--- src/rtl/gpp_boot_loader_pkg.sv ---
// Shared definitions for the GPP boot loader: default widths, state encoding
// and the load-length clamp.
package gpp_boot_loader_pkg;

  localparam int unsigned D_WIDTH_DEF  = 32;
  localparam int unsigned SA_WIDTH_DEF = 5;
  localparam int unsigned SL_WIDTH_DEF = SA_WIDTH_DEF + 1;

  typedef enum logic [2:0] {
    S_IDLE    = 3'd0,
    S_MRST    = 3'd1,
    S_LOAD    = 3'd2,
    S_GRST    = 3'd3,
    S_RUN     = 3'd4,
    S_DONE    = 3'd5,
    S_TIMEOUT = 3'd6
  } boot_state_e;

  function automatic int unsigned clamp_len(input int unsigned len, input int unsigned depth);
    return (len < depth) ? len : depth;
  endfunction

endpackage

--- src/rtl/gpp_boot_loader_timer.sv ---
// Saturating up-counter with synchronous clear/enable and a terminal-count
// flag against a programmable terminal value.
module boot_run_timer #(
  parameter int unsigned CNT_WIDTH = 16
) (
  input  logic                 clk,
  input  logic                 rst,
  input  logic                 clr,
  input  logic                 en,
  input  logic [CNT_WIDTH-1:0] term,
  output logic [CNT_WIDTH-1:0] count,
  output logic                 tc
);

  logic [CNT_WIDTH-1:0] count_q, count_d;

  always_comb begin
    count_d = count_q;
    if (clr) begin
      count_d = '0;
    end else if (en && (count_q != '1)) begin
      count_d = count_q + CNT_WIDTH'(1);
    end
  end

  always_ff @(posedge clk) begin
    if (rst) begin
      count_q <= '0;
    end else begin
      count_q <= count_d;
    end
  end

  assign count = count_q;
  assign tc    = (count_q == term);

endmodule

--- src/rtl/gpp_boot_loader.sv ---
// Boot sequencer: streams an image into the GPP instruction SRAM backdoor,
// releases the core reset and watches for Done or a run timeout.
module gpp_boot_loader
  import gpp_boot_loader_pkg::*;
#(
  parameter int unsigned D_WIDTH    = D_WIDTH_DEF,
  parameter int unsigned SA_WIDTH   = SA_WIDTH_DEF,
  parameter int unsigned DEPTH      = 32,
  parameter int unsigned RST_CYCLES = 2,
  parameter int unsigned CNT_WIDTH  = 16,
  parameter int unsigned MAX_CYCLES = 16'hFFFF
) (
  input  logic                 Clk,
  input  logic                 Rst,
  input  logic                 Start,
  input  logic [SA_WIDTH:0]    Load_Len,
  input  logic                 In_Valid,
  input  logic [D_WIDTH-1:0]   In_Data,
  output logic                 In_Ready,
  output logic                 Mem_Rst,
  output logic [SA_WIDTH-1:0]  Mem_Addr,
  output logic [D_WIDTH-1:0]   Mem_Data,
  output logic                 Mem_En,
  output logic                 Mem_RW,
  output logic                 Gpp_Rst,
  input  logic                 Gpp_Done,
  output logic                 Busy,
  output logic                 Pass,
  output logic                 Timeout,
  output logic [CNT_WIDTH-1:0] Run_Cycles
);

  localparam int unsigned SL_WIDTH = SA_WIDTH + 1;
  localparam logic [CNT_WIDTH-1:0] RST_TERM = CNT_WIDTH'(RST_CYCLES - 1);
  localparam logic [CNT_WIDTH-1:0] RUN_TERM = CNT_WIDTH'(MAX_CYCLES - 1);

  boot_state_e         state_q, state_d;
  logic [SL_WIDTH-1:0] len_q, len_d;
  logic [SL_WIDTH-1:0] cnt_q, cnt_d;
  logic [SL_WIDTH-1:0] cnt_inc;
  logic                in_ready_q, in_ready_d;
  logic                mem_rst_q, mem_rst_d;
  logic [SA_WIDTH-1:0] mem_addr_q, mem_addr_d;
  logic [D_WIDTH-1:0]  mem_data_q, mem_data_d;
  logic                mem_en_q, mem_en_d;
  logic                mem_rw_q, mem_rw_d;
  logic                gpp_rst_q, gpp_rst_d;
  logic                busy_q, busy_d;
  logic                pass_q, pass_d;
  logic                timeout_q, timeout_d;
  logic                hs;
  logic                run_clr, run_en, run_tc;
  logic                grst_clr, grst_tc;
  logic [CNT_WIDTH-1:0] run_cnt;
  logic [CNT_WIDTH-1:0] grst_cnt_unused;

  boot_run_timer #(.CNT_WIDTH(CNT_WIDTH)) u_run_timer (
    .clk   (Clk),
    .rst   (Rst),
    .clr   (run_clr),
    .en    (run_en),
    .term  (RUN_TERM),
    .count (run_cnt),
    .tc    (run_tc)
  );

  // Held clear outside S_GRST so every entry starts counting from zero.
  boot_run_timer #(.CNT_WIDTH(CNT_WIDTH)) u_grst_timer (
    .clk   (Clk),
    .rst   (Rst),
    .clr   (grst_clr),
    .en    (1'b1),
    .term  (RST_TERM),
    .count (grst_cnt_unused),
    .tc    (grst_tc)
  );

  assign grst_clr = (state_q != S_GRST);
  assign hs       = (state_q == S_LOAD) && in_ready_q && In_Valid;
  assign cnt_inc  = cnt_q + SL_WIDTH'(1);

  always_comb begin
    state_d    = state_q;
    len_d      = len_q;
    cnt_d      = cnt_q;
    mem_addr_d = mem_addr_q;
    mem_data_d = mem_data_q;
    mem_en_d   = 1'b0;
    pass_d     = pass_q;
    timeout_d  = timeout_q;
    run_clr    = 1'b0;
    run_en     = 1'b0;

    case (state_q)
      S_IDLE, S_DONE, S_TIMEOUT: begin
        if (Start) begin
          len_d     = SL_WIDTH'(clamp_len(int'(Load_Len), DEPTH));
          pass_d    = 1'b0;
          timeout_d = 1'b0;
          run_clr   = 1'b1;
          state_d   = S_MRST;
        end
      end
      S_MRST: begin
        cnt_d   = '0;
        state_d = (len_q == '0) ? S_GRST : S_LOAD;
      end
      S_LOAD: begin
        if (hs) begin
          mem_en_d   = 1'b1;
          mem_addr_d = cnt_q[SA_WIDTH-1:0];
          mem_data_d = In_Data;
          cnt_d      = cnt_inc;
          if (cnt_inc == len_q) begin
            state_d = S_GRST;
          end
        end
      end
      S_GRST: begin
        if (grst_tc) begin
          state_d = S_RUN;
        end
      end
      S_RUN: begin
        // Done takes priority over a coincident timeout; the counter only
        // advances on cycles that stay in S_RUN.
        if (Gpp_Done) begin
          pass_d  = 1'b1;
          state_d = S_DONE;
        end else if (run_tc) begin
          timeout_d = 1'b1;
          state_d   = S_TIMEOUT;
        end else begin
          run_en = 1'b1;
        end
      end
      default: state_d = S_IDLE;
    endcase

    mem_rw_d   = mem_en_d;
    in_ready_d = (state_d == S_LOAD);
    mem_rst_d  = (state_d == S_MRST);
    gpp_rst_d  = (state_d != S_RUN);
    busy_d     = (state_d inside {S_MRST, S_LOAD, S_GRST, S_RUN});
  end

  always_ff @(posedge Clk) begin
    if (Rst) begin
      state_q    <= S_IDLE;
      len_q      <= '0;
      cnt_q      <= '0;
      in_ready_q <= 1'b0;
      mem_rst_q  <= 1'b0;
      mem_addr_q <= '0;
      mem_data_q <= '0;
      mem_en_q   <= 1'b0;
      mem_rw_q   <= 1'b0;
      gpp_rst_q  <= 1'b1;
      busy_q     <= 1'b0;
      pass_q     <= 1'b0;
      timeout_q  <= 1'b0;
    end else begin
      state_q    <= state_d;
      len_q      <= len_d;
      cnt_q      <= cnt_d;
      in_ready_q <= in_ready_d;
      mem_rst_q  <= mem_rst_d;
      mem_addr_q <= mem_addr_d;
      mem_data_q <= mem_data_d;
      mem_en_q   <= mem_en_d;
      mem_rw_q   <= mem_rw_d;
      gpp_rst_q  <= gpp_rst_d;
      busy_q     <= busy_d;
      pass_q     <= pass_d;
      timeout_q  <= timeout_d;
    end
  end

  assign In_Ready   = in_ready_q;
  assign Mem_Rst    = mem_rst_q;
  assign Mem_Addr   = mem_addr_q;
  assign Mem_Data   = mem_data_q;
  assign Mem_En     = mem_en_q;
  assign Mem_RW     = mem_rw_q;
  assign Gpp_Rst    = gpp_rst_q;
  assign Busy       = busy_q;
  assign Pass       = pass_q;
  assign Timeout    = timeout_q;
  assign Run_Cycles = run_cnt;

endmodule

--- config.mk ---
export PLATFORM = sky130hd
export DESIGN_NAME = gpp_boot_loader
export DESIGN_NICKNAME = d
export VERILOG_FILES = /design/src/rtl/gpp_boot_loader_pkg.sv /design/src/rtl/gpp_boot_loader_timer.sv /design/src/rtl/gpp_boot_loader.sv
export SDC_FILE = /design/constraint.sdc
export NUM_CORES = 1
export LEC_CHECK = 0
export CORE_UTILIZATION = 33
export CTS_CLUSTER_DIAMETER = 80
export DETAILED_ROUTE_END_ITERATION = 10
export PLACE_DENSITY = 0.63
export SYNTH_ARGS = -nofsm -noshare
export SYNTH_HDL_FRONTEND = slang
export SYNTH_SLANG_ARGS = --single-unit
--- constraint.sdc ---
create_clock -name Clk -period 2.1 [get_ports Clk]
set_input_delay 0.42 -clock Clk [delete_from_list [all_inputs] [get_ports Clk]]
set_output_delay 0.42 -clock Clk [all_outputs]
set_load 0.02 [all_outputs]
==> impl_metrics.csv, run 1 <==
group,metric,value,unit
clock_network,clock_latency_on_the_worst_skew_pair,330,ps
finish,finalNetCount,618,
pwr,total_leakage_power,1.94,nW
timing,max_slew.worst_pin.slew,501,ps
finish,most-common-layout-cells,"sky130_fd_sc_hd__clkdlybuf4s50_1, sky130_fd_sc_hd__dfxtp_1, sky130_fd_sc_hd__nand2_1, sky130_fd_sc_hd__nor2_1, sky130_fd_sc_hd__a21oi_1",
yosys,synth.ff_latch_count,91,
timing,finalSetupTns,0,ps
placement,dp.final_hpwl,6560,um
yosys,synthesis.nets,506,
die,core,11400,um^2
timing,min_period,1930,ps
flow_run,timing.max_cap.violations,0,
detailed_routing,drc,0,
finish,synthToLayoutAreaGrowth,40.3,%
detailed_routing,drt_first_iter_violations,140,
timing,layout_worst_path_cycle_share,0.917,
timing,fin_ws,174,ps
yosys,synth.yosys.seq_area_share,0.472,
grt,antenna_found_initial,0,
timing,skew,7.39,ps
finish,layout.area.seq,1820,um^2
pwr,vdd_drop_max,0.429,mV
worst_setup_path,worst_r2r_startpoint,"u_run_timer.count[14]",
worst_setup_path,setup.reg_to_reg.worst_slack,170,ps
clock_network,cts_buffer_depth,2,
clock_network,cts_made_buffers,9,
yosys,synth.distinct_cells,51,
die,top_level_ports,104,
timing,fmax,519,MHz
die,die_area,12100,um^2
pwr,power_density,665,nW/um^2
finish,area_of_the_multi_input_gates,1900,um^2
placement,count_of_port_buffers_added_during_placement,103,
yosys,area_of_the_mapped_netlist,3860,um^2
timing,slew-limit-headroom,0.666,
detailed_routing,routed_wirelength_normalized_by_instance_count,12.8,um
clock_network,cts_sinks,91,
die,floorplan.die.width,110,um
worst_setup_path,critPathCaptureType,"register",
worst_setup_path,setup.worst_path.class,"register to register",
detailed_routing,vias,3490,
clock_network,cts_tree,"yes",
clock_network,cts.clk_slew.worst_paths,70,ps
finish,post_route_cells_drive_above_1_share,0.0939,
hold_path,hold_path.startpoint,"Rst",
hold_path,min_path_type,"primary input to register",
hold_path,hold-path-cell-count,2,
timing,pins_over_their_slew_limit,0,
timing,finalHoldViolations,0,
grt,global_route.overflow_total,0,
die,floorplan.die.height,110,um
clock_network,cts.htree.levels,3,
placement,dp_worst_setup_slack,-164,ps
worst_setup_path,worstPathArrival,2150,ps
die,start_util,0.338,
yosys,synth_enable_flop_cells,0,
worst_setup_path,timing.critical_path.from_type,"register",
detailed_routing,post_drt_via_cell_ratio,4.86,
finish,diodes,0,
worst_setup_path,worstRegToRegCells,6,
timing,setup_viol,0,
clock_network,ctsHoldBuffers,0,
grt,maximum_number_of_pins_on_one_net_before_global_route_repair,47,
clock_network,clk_root_buffer_cell,"sky130_fd_sc_hd__clkbuf_16",
worst_setup_path,timing.rr.end,"Busy",
worst_setup_path,critical_path_peak_fanout,5,
grt,via_count_of_the_first_global_routing_pass,3276,
grt,wire_length_of_the_first_global_routing_pass,14700,um
yosys,synth.avg_cell_area,8.42,um^2
status,run_status,"completed",
hold_path,min_to,"state_q[1]",
placement,place.gp.congestion,0.804,
yosys,synthCells,458,
yosys,yosys_most_used_dff,"sky130_fd_sc_hd__dfxtp_1",
detailed_routing,drt-pass1-iter-count,4,
yosys,synth-warning-count,0,
detailed_routing,route.final.wire_length,9190,um
finish,final.fill_count,1152,
detailed_routing,ant_nets_after_route,0,
finish,layout.cells.most_common,"sky130_fd_sc_hd__clkdlybuf4s50_1",
yosys,synth-async-reset-ratio,0,
timing,setup_repair_after_global_routing_missed_its_margin,"true",
timing,timing.hold.ws,366,ps
die,rows,39,
worst_setup_path,cp.required,2320,ps
grt,groute.usage.overall,0.152,
[sequential cells by signal, indices dropped and copies added (netlist names)]
name / cells
Busy: 1
Gpp_Rst: 1
In_Ready: 1
Mem_Addr: 5
Mem_Data: 32
Mem_RW: 1
Mem_Rst: 1
Pass: 1
Timeout: 1
cnt_q: 6
len_q: 6
state_q: 3
u_grst_timer.count: 16
u_run_timer.count: 16
[synth_stat cells (2+ instances only)]
cell type / number / share of area
sky130_fd_sc_hd__nor4_1: 2 / 0.0032
sky130_fd_sc_hd__a21oi_1: 47 / 0.061
sky130_fd_sc_hd__dfxtp_1: 91 / 0.47
sky130_fd_sc_hd__o21ai_0: 9 / 0.012
sky130_fd_sc_hd__nand2b_1: 2 / 0.0032
sky130_fd_sc_hd__and4_1: 2 / 0.0045
sky130_fd_sc_hd__xor2_1: 25 / 0.057
sky130_fd_sc_hd__a22o_1: 5 / 0.011
sky130_fd_sc_hd__nand2_1: 89 / 0.087
sky130_fd_sc_hd__nor2b_1: 2 / 0.0032
sky130_fd_sc_hd__and2_0: 2 / 0.0032
sky130_fd_sc_hd__clkbuf_1: 20 / 0.019
sky130_fd_sc_hd__nand4_1: 12 / 0.019
sky130_fd_sc_hd__or3_1: 2 / 0.0032
sky130_fd_sc_hd__nor2_1: 50 / 0.049
sky130_fd_sc_hd__ha_1: 5 / 0.016
sky130_fd_sc_hd__o2111ai_1: 2 / 0.0045
sky130_fd_sc_hd__xnor2_1: 9 / 0.020
sky130_fd_sc_hd__or2_2: 2 / 0.0032
sky130_fd_sc_hd__nor3_2: 2 / 0.0052
sky130_fd_sc_hd__nand4b_1: 2 / 0.0045
sky130_fd_sc_hd__buf_4: 3 / 0.0058
sky130_fd_sc_hd__and3_1: 6 / 0.0097
sky130_fd_sc_hd__nand3b_1: 3 / 0.0058
sky130_fd_sc_hd__a211oi_1: 2 / 0.0039
sky130_fd_sc_hd__inv_1: 5 / 0.0049
sky130_fd_sc_hd__nand3_1: 18 / 0.023
sky130_fd_sc_hd__nand3_2: 2 / 0.0052
sky130_fd_sc_hd__nor4b_1: 4 / 0.0091
sky130_fd_sc_hd__a31oi_1: 4 / 0.0065
sky130_fd_sc_hd__nor3_1: 7 / 0.0091
sky130_fd_sc_hd__nor3b_1: 3 / 0.0058
[through the flow]
| stage | util | cells | power [mW] | cell area (um^2) |
|---|---|---|---|---|
| detailed placement | 0.449 | 702 | 2.11 | 5120 |
| CTS | 0.474 | 718 | 3.65 | 5410 |
| finish | 0.474 | 718 | 3.60 | 5410 |
| floorplan | - | 458 | 1.96 | 3860 |
| global placement | 0.449 | 702 | 2.10 | 5120 |
| global route | 0.474 | 718 | 3.76 | 5410 |
[where the power goes]
part | switching [mW] | leakage (nW) | internal (mW)
sequential | 0.0274 | 0.734 | 1.75
combinational | 0.135 | 1.06 | 0.152
clock | 0.689 | 0.140 | 0.847
[worst max path at each step]
stage	startpoint	slack, ps	end	cells past startpoint
after CTS	u_run_timer.count[14]	140	Busy	6
after global routing	state_q[0]	-10	u_run_timer.count[13]	7
after global placement	Gpp_Done	-110	u_run_timer.count[11]	8
final	u_run_timer.count[14]	170	Busy	6
after floorplan	u_run_timer.count[8]	190	Busy	6
after detailed placement	Gpp_Done	-160	u_run_timer.count[13]	8
[repair_timing]
action / in CTS / in global routing
setup buffers: 0 / 0
hold endpoints to repair: 0 / 0
endpoints found under the setup margin: 0 / 2
resized for setup: 0 / 1
[routing by layer]
layer,vias to the layer above,wire length [um],GRT usage
met3,6,593,0.0312
met1,1615,4410,0.193
met5,-,0,0
met2,80,4140,0.260
met4,0,44,0.0461
li1,1789,-,-
[final cells by class]
type                    count  share of cell area
clock buffers              10              0.0442
multi-input cells         336               0.351
inverters                   5             0.00347
well taps                 143              0.0331
clock inverters             6             0.00878
repair buffers            127               0.223
flip-flops and latches     91               0.337
[worst max-delay path: stages, from the launching register on]
cell and delay [ps]:
sky130_fd_sc_hd__dfxtp_1 390, sky130_fd_sc_hd__nand4_1 190, sky130_fd_sc_hd__nor4_4 390, sky130_fd_sc_hd__nand4b_1 190, sky130_fd_sc_hd__a211o_1 360, sky130_fd_sc_hd__nand3_2 100, sky130_fd_sc_hd__a21bo_1 190
[cell families (layout without fill, tap and decap cells)]
| logic type | after synthesis | count (layout) | share of synthesized area |
|---|---|---|---|
| buf+inv | 31 | 148 | 0.0357 |
| mux | 1 | 1 | 0.00259 |
| fa+ha+maj | 5 | 5 | 0.0162 |
| simple gates | 218 | 218 | 0.276 |
| xor+xnor | 34 | 34 | 0.0772 |
| compound gates | 78 | 78 | 0.120 |
| flops | 91 | 91 | 0.472 |
No activity file was read; power rests on OpenSTA's default activity.
==> run 2, diff against run 1 <==
- PLACE_DENSITY: 0.63 -> 0.58
- TNS_END_PERCENT: default -> 20
==> run 2 against run 1 <==
  * Via count decreased by 1.1%
  * Flip-flop and latch count is the same
  * Combinational power up 4%
  * Worst hold slack worse by 7.6 ps
  * Sequential share of layout area increased by 0.23 points
  * Sequential power about the same
  * Global-route usage increased by 0.30 points
  * Routed wire length increased by 1.8%
  * Cell area shrank 0.67%
  * Critical path depth rose by 1
  * Clock power shrank 7%
  * Final cell count shrank 0.97%
  * Critical endpoint unchanged
==> impl_metrics.csv, run 2 (same netlist as run 1, synthesis figures left out) <==
group,metric,value,unit
status,run_status,"completed",
timing,slew-limit-headroom,0.644,
timing,fmax,525,MHz
pwr,vdd_drop_max,0.330,mV
worst_setup_path,worstPathArrival,2180,ps
pwr,combPwrFrac,0.085,
clock_network,cts_sinks,91,
clock_network,cts_setup_buffers,0,
clock_network,cts_tree,"yes",
worst_setup_path,critical_path.slowest_cell,"sky130_fd_sc_hd__dfxtp_1",
timing,min_period,1900,ps
finish,most-common-layout-cells,"sky130_fd_sc_hd__clkdlybuf4s50_1, sky130_fd_sc_hd__dfxtp_1, sky130_fd_sc_hd__nand2_1, sky130_fd_sc_hd__nor2_1, sky130_fd_sc_hd__a21oi_1",
worst_setup_path,worst_r2r_startpoint,"u_grst_timer.count[0]",
placement,count_of_port_buffers_added_during_placement,103,
pwr,netSwitchingFraction,0.217,
finish,layout.cells.most_common,"sky130_fd_sc_hd__clkdlybuf4s50_1",
clock_network,clock_latency_on_the_worst_skew_pair,340,ps
pwr,power_density,653,nW/um^2
timing,max_slew.worst_pin.slew,530,ps
hold_path,hold_path.startpoint,"Rst",
timing,skew,4.94,ps
placement,place.gp.congestion,0.803,
die,floorplan.die.height,110,um
finish,post_route_cells_drive_above_1_share,0.0810,
pwr,net-switching-power,0.762,mW
detailed_routing,drt_first_iter_violations,162,
pwr,share_seq_of_total_power,0.507,
worst_setup_path,cp.required,2380,ps
die,top_level_ports,104,
finish,finalNetCount,615,
hold_path,min_to,"state_q[1]",
timing,finalHoldViolations,0,
clock_network,cts.clk_slew.worst_paths,60,ps
detailed_routing,vias,3450,
worst_setup_path,worstRegToRegCells,7,
timing,timing.hold.ws,358,ps
worst_setup_path,timing.rr.end,"Busy",
placement,dp.final_hpwl,6600,um
clock_network,quantity_of_gates_resized_following_cts,0,
flow_run,timing.max_cap.violations,0,
pwr,total_leakage_power,1.91,nW
die,start_util,0.338,
timing,setup_viol,0,
clock_network,cts.htree.levels,3,
pwr,power.internal,2.75,mW
worst_setup_path,critPathCaptureType,"register",
die,die_area,12100,um^2
finish,layout.area.seq,1820,um^2
die,core,11400,um^2
finish,final.fill_count,1154,
grt,maximum_number_of_pins_on_one_net_before_global_route_repair,47,
finish,synthToLayoutAreaGrowth,39.4,%
pwr,clockPowerShare,0.408,
grt,global_route.overflow_total,0,
finish,number_of_flip_flops_in_the_largest_register,32,
grt,wire_length_of_the_first_global_routing_pass,14700,um
grt,via_count_of_the_first_global_routing_pass,3232,
finish,area_of_the_multi_input_gates,1900,um^2
hold_path,min_path_type,"primary input to register",
die,floorplan.die.width,110,um
hold_path,hold-path-cell-count,2,
worst_setup_path,critPathMaxStageDelay,400,ps
detailed_routing,route.final.wire_length,9360,um
worst_setup_path,timing.critical_path.from_type,"register",
finish,postLayoutCellArea,5380,um^2
timing,layout_worst_path_cycle_share,0.907,
grt,groute.usage.overall,0.155,
worst_setup_path,critical_path_peak_fanout,4,
clock_network,ctsHoldBuffers,0,
timing,setup_repair_after_global_routing_missed_its_margin,"false",
finish,diodes,0,
timing,pins_over_their_slew_limit,0,
detailed_routing,drt-pass1-iter-count,4,
grt,antenna_found_initial,0,
die,rows,39,
worst_setup_path,path_cells,"ha_1 -> nor4b_1 -> nand4_1 -> o21ai_0 -> nor2b_1 -> nand3_2 -> a21bo_1",
worst_setup_path,setup.worst_path.class,"register to register",
placement,place_area,5110,um^2
clock_network,cts_buffer_depth,2,
worst_setup_path,setup.reg_to_reg.worst_slack,200,ps
detailed_routing,ant_nets_after_route,0,
detailed_routing,post_drt_via_cell_ratio,4.85,
detailed_routing,routed_wirelength_normalized_by_instance_count,13.2,um
clock_network,cts_made_buffers,9,
detailed_routing,drc,0,
clock_network,clk_root_buffer_cell,"sky130_fd_sc_hd__clkbuf_16",
==> run 2: through the flow <==
step | power, mW | setup WS, ps | util | std cells | setup TNS (ps)
floorplan | 1.96 | 192 | - | 458 | 0
global placement | 2.11 | -166 | 0.448 | 699 | -637
detailed placement | 2.11 | -182 | 0.448 | 699 | -916
CTS | 3.57 | 161 | 0.470 | 711 | 0
global route | 3.66 | 1.53 | 0.471 | 711 | 0
finish | 3.51 | 196 | 0.471 | 711 | 0
==> run 2: worst max-delay path by stage <==
stage	start	endpoint	slack, ps	cells past startpoint
after floorplan	u_run_timer.count[8]	Busy	190	6
after global placement	Gpp_Done	u_run_timer.count[11]	-170	7
after detailed placement	Gpp_Done	u_run_timer.count[11]	-180	7
after CTS	Gpp_Done	u_run_timer.count[11]	160	7
after global routing	u_grst_timer.count[0]	Busy	2	7
final	u_grst_timer.count[0]	Busy	200	7
==> run 2: critical path, delay by kind of cell (launching register included) <==
kind / cells / cell delay [ps]
adders and majority gates: 1 / 170
AOI/OAI and AO/OA: 2 / 480
DFF: 1 / 400
and+or+nand+nor: 4 / 790
==> run 2: final cells by class <==
cell class / count / area share
clock buffers: 12 / 0.0477
inverters: 5 / 0.00349
multi-input cells: 336 / 0.354
flip-flops and latches: 91 / 0.339
well taps: 143 / 0.0333
repair buffers: 124 / 0.222
==> run 2: routing by layer <==
metal,vias to the layer above,track usage,part of all wire
met2,95,0.257,0.45
li1,1778,-,-
met4,0,0.0714,0.014
met5,-,0,0
met1,1567,0.187,0.46
met3,10,0.0429,0.082
==> run 2: power groups by stage <==
stage | Combinational [mW] | Clock [mW] | Sequential (mW)
floorplan | 0.136 | 0 | 1.82
global placement | 0.297 | 0 | 1.82
detailed placement | 0.298 | 0 | 1.82
CTS | 0.301 | 1.49 | 1.78
global route | 0.325 | 1.55 | 1.78
finish | 0.298 | 1.43 | 1.78
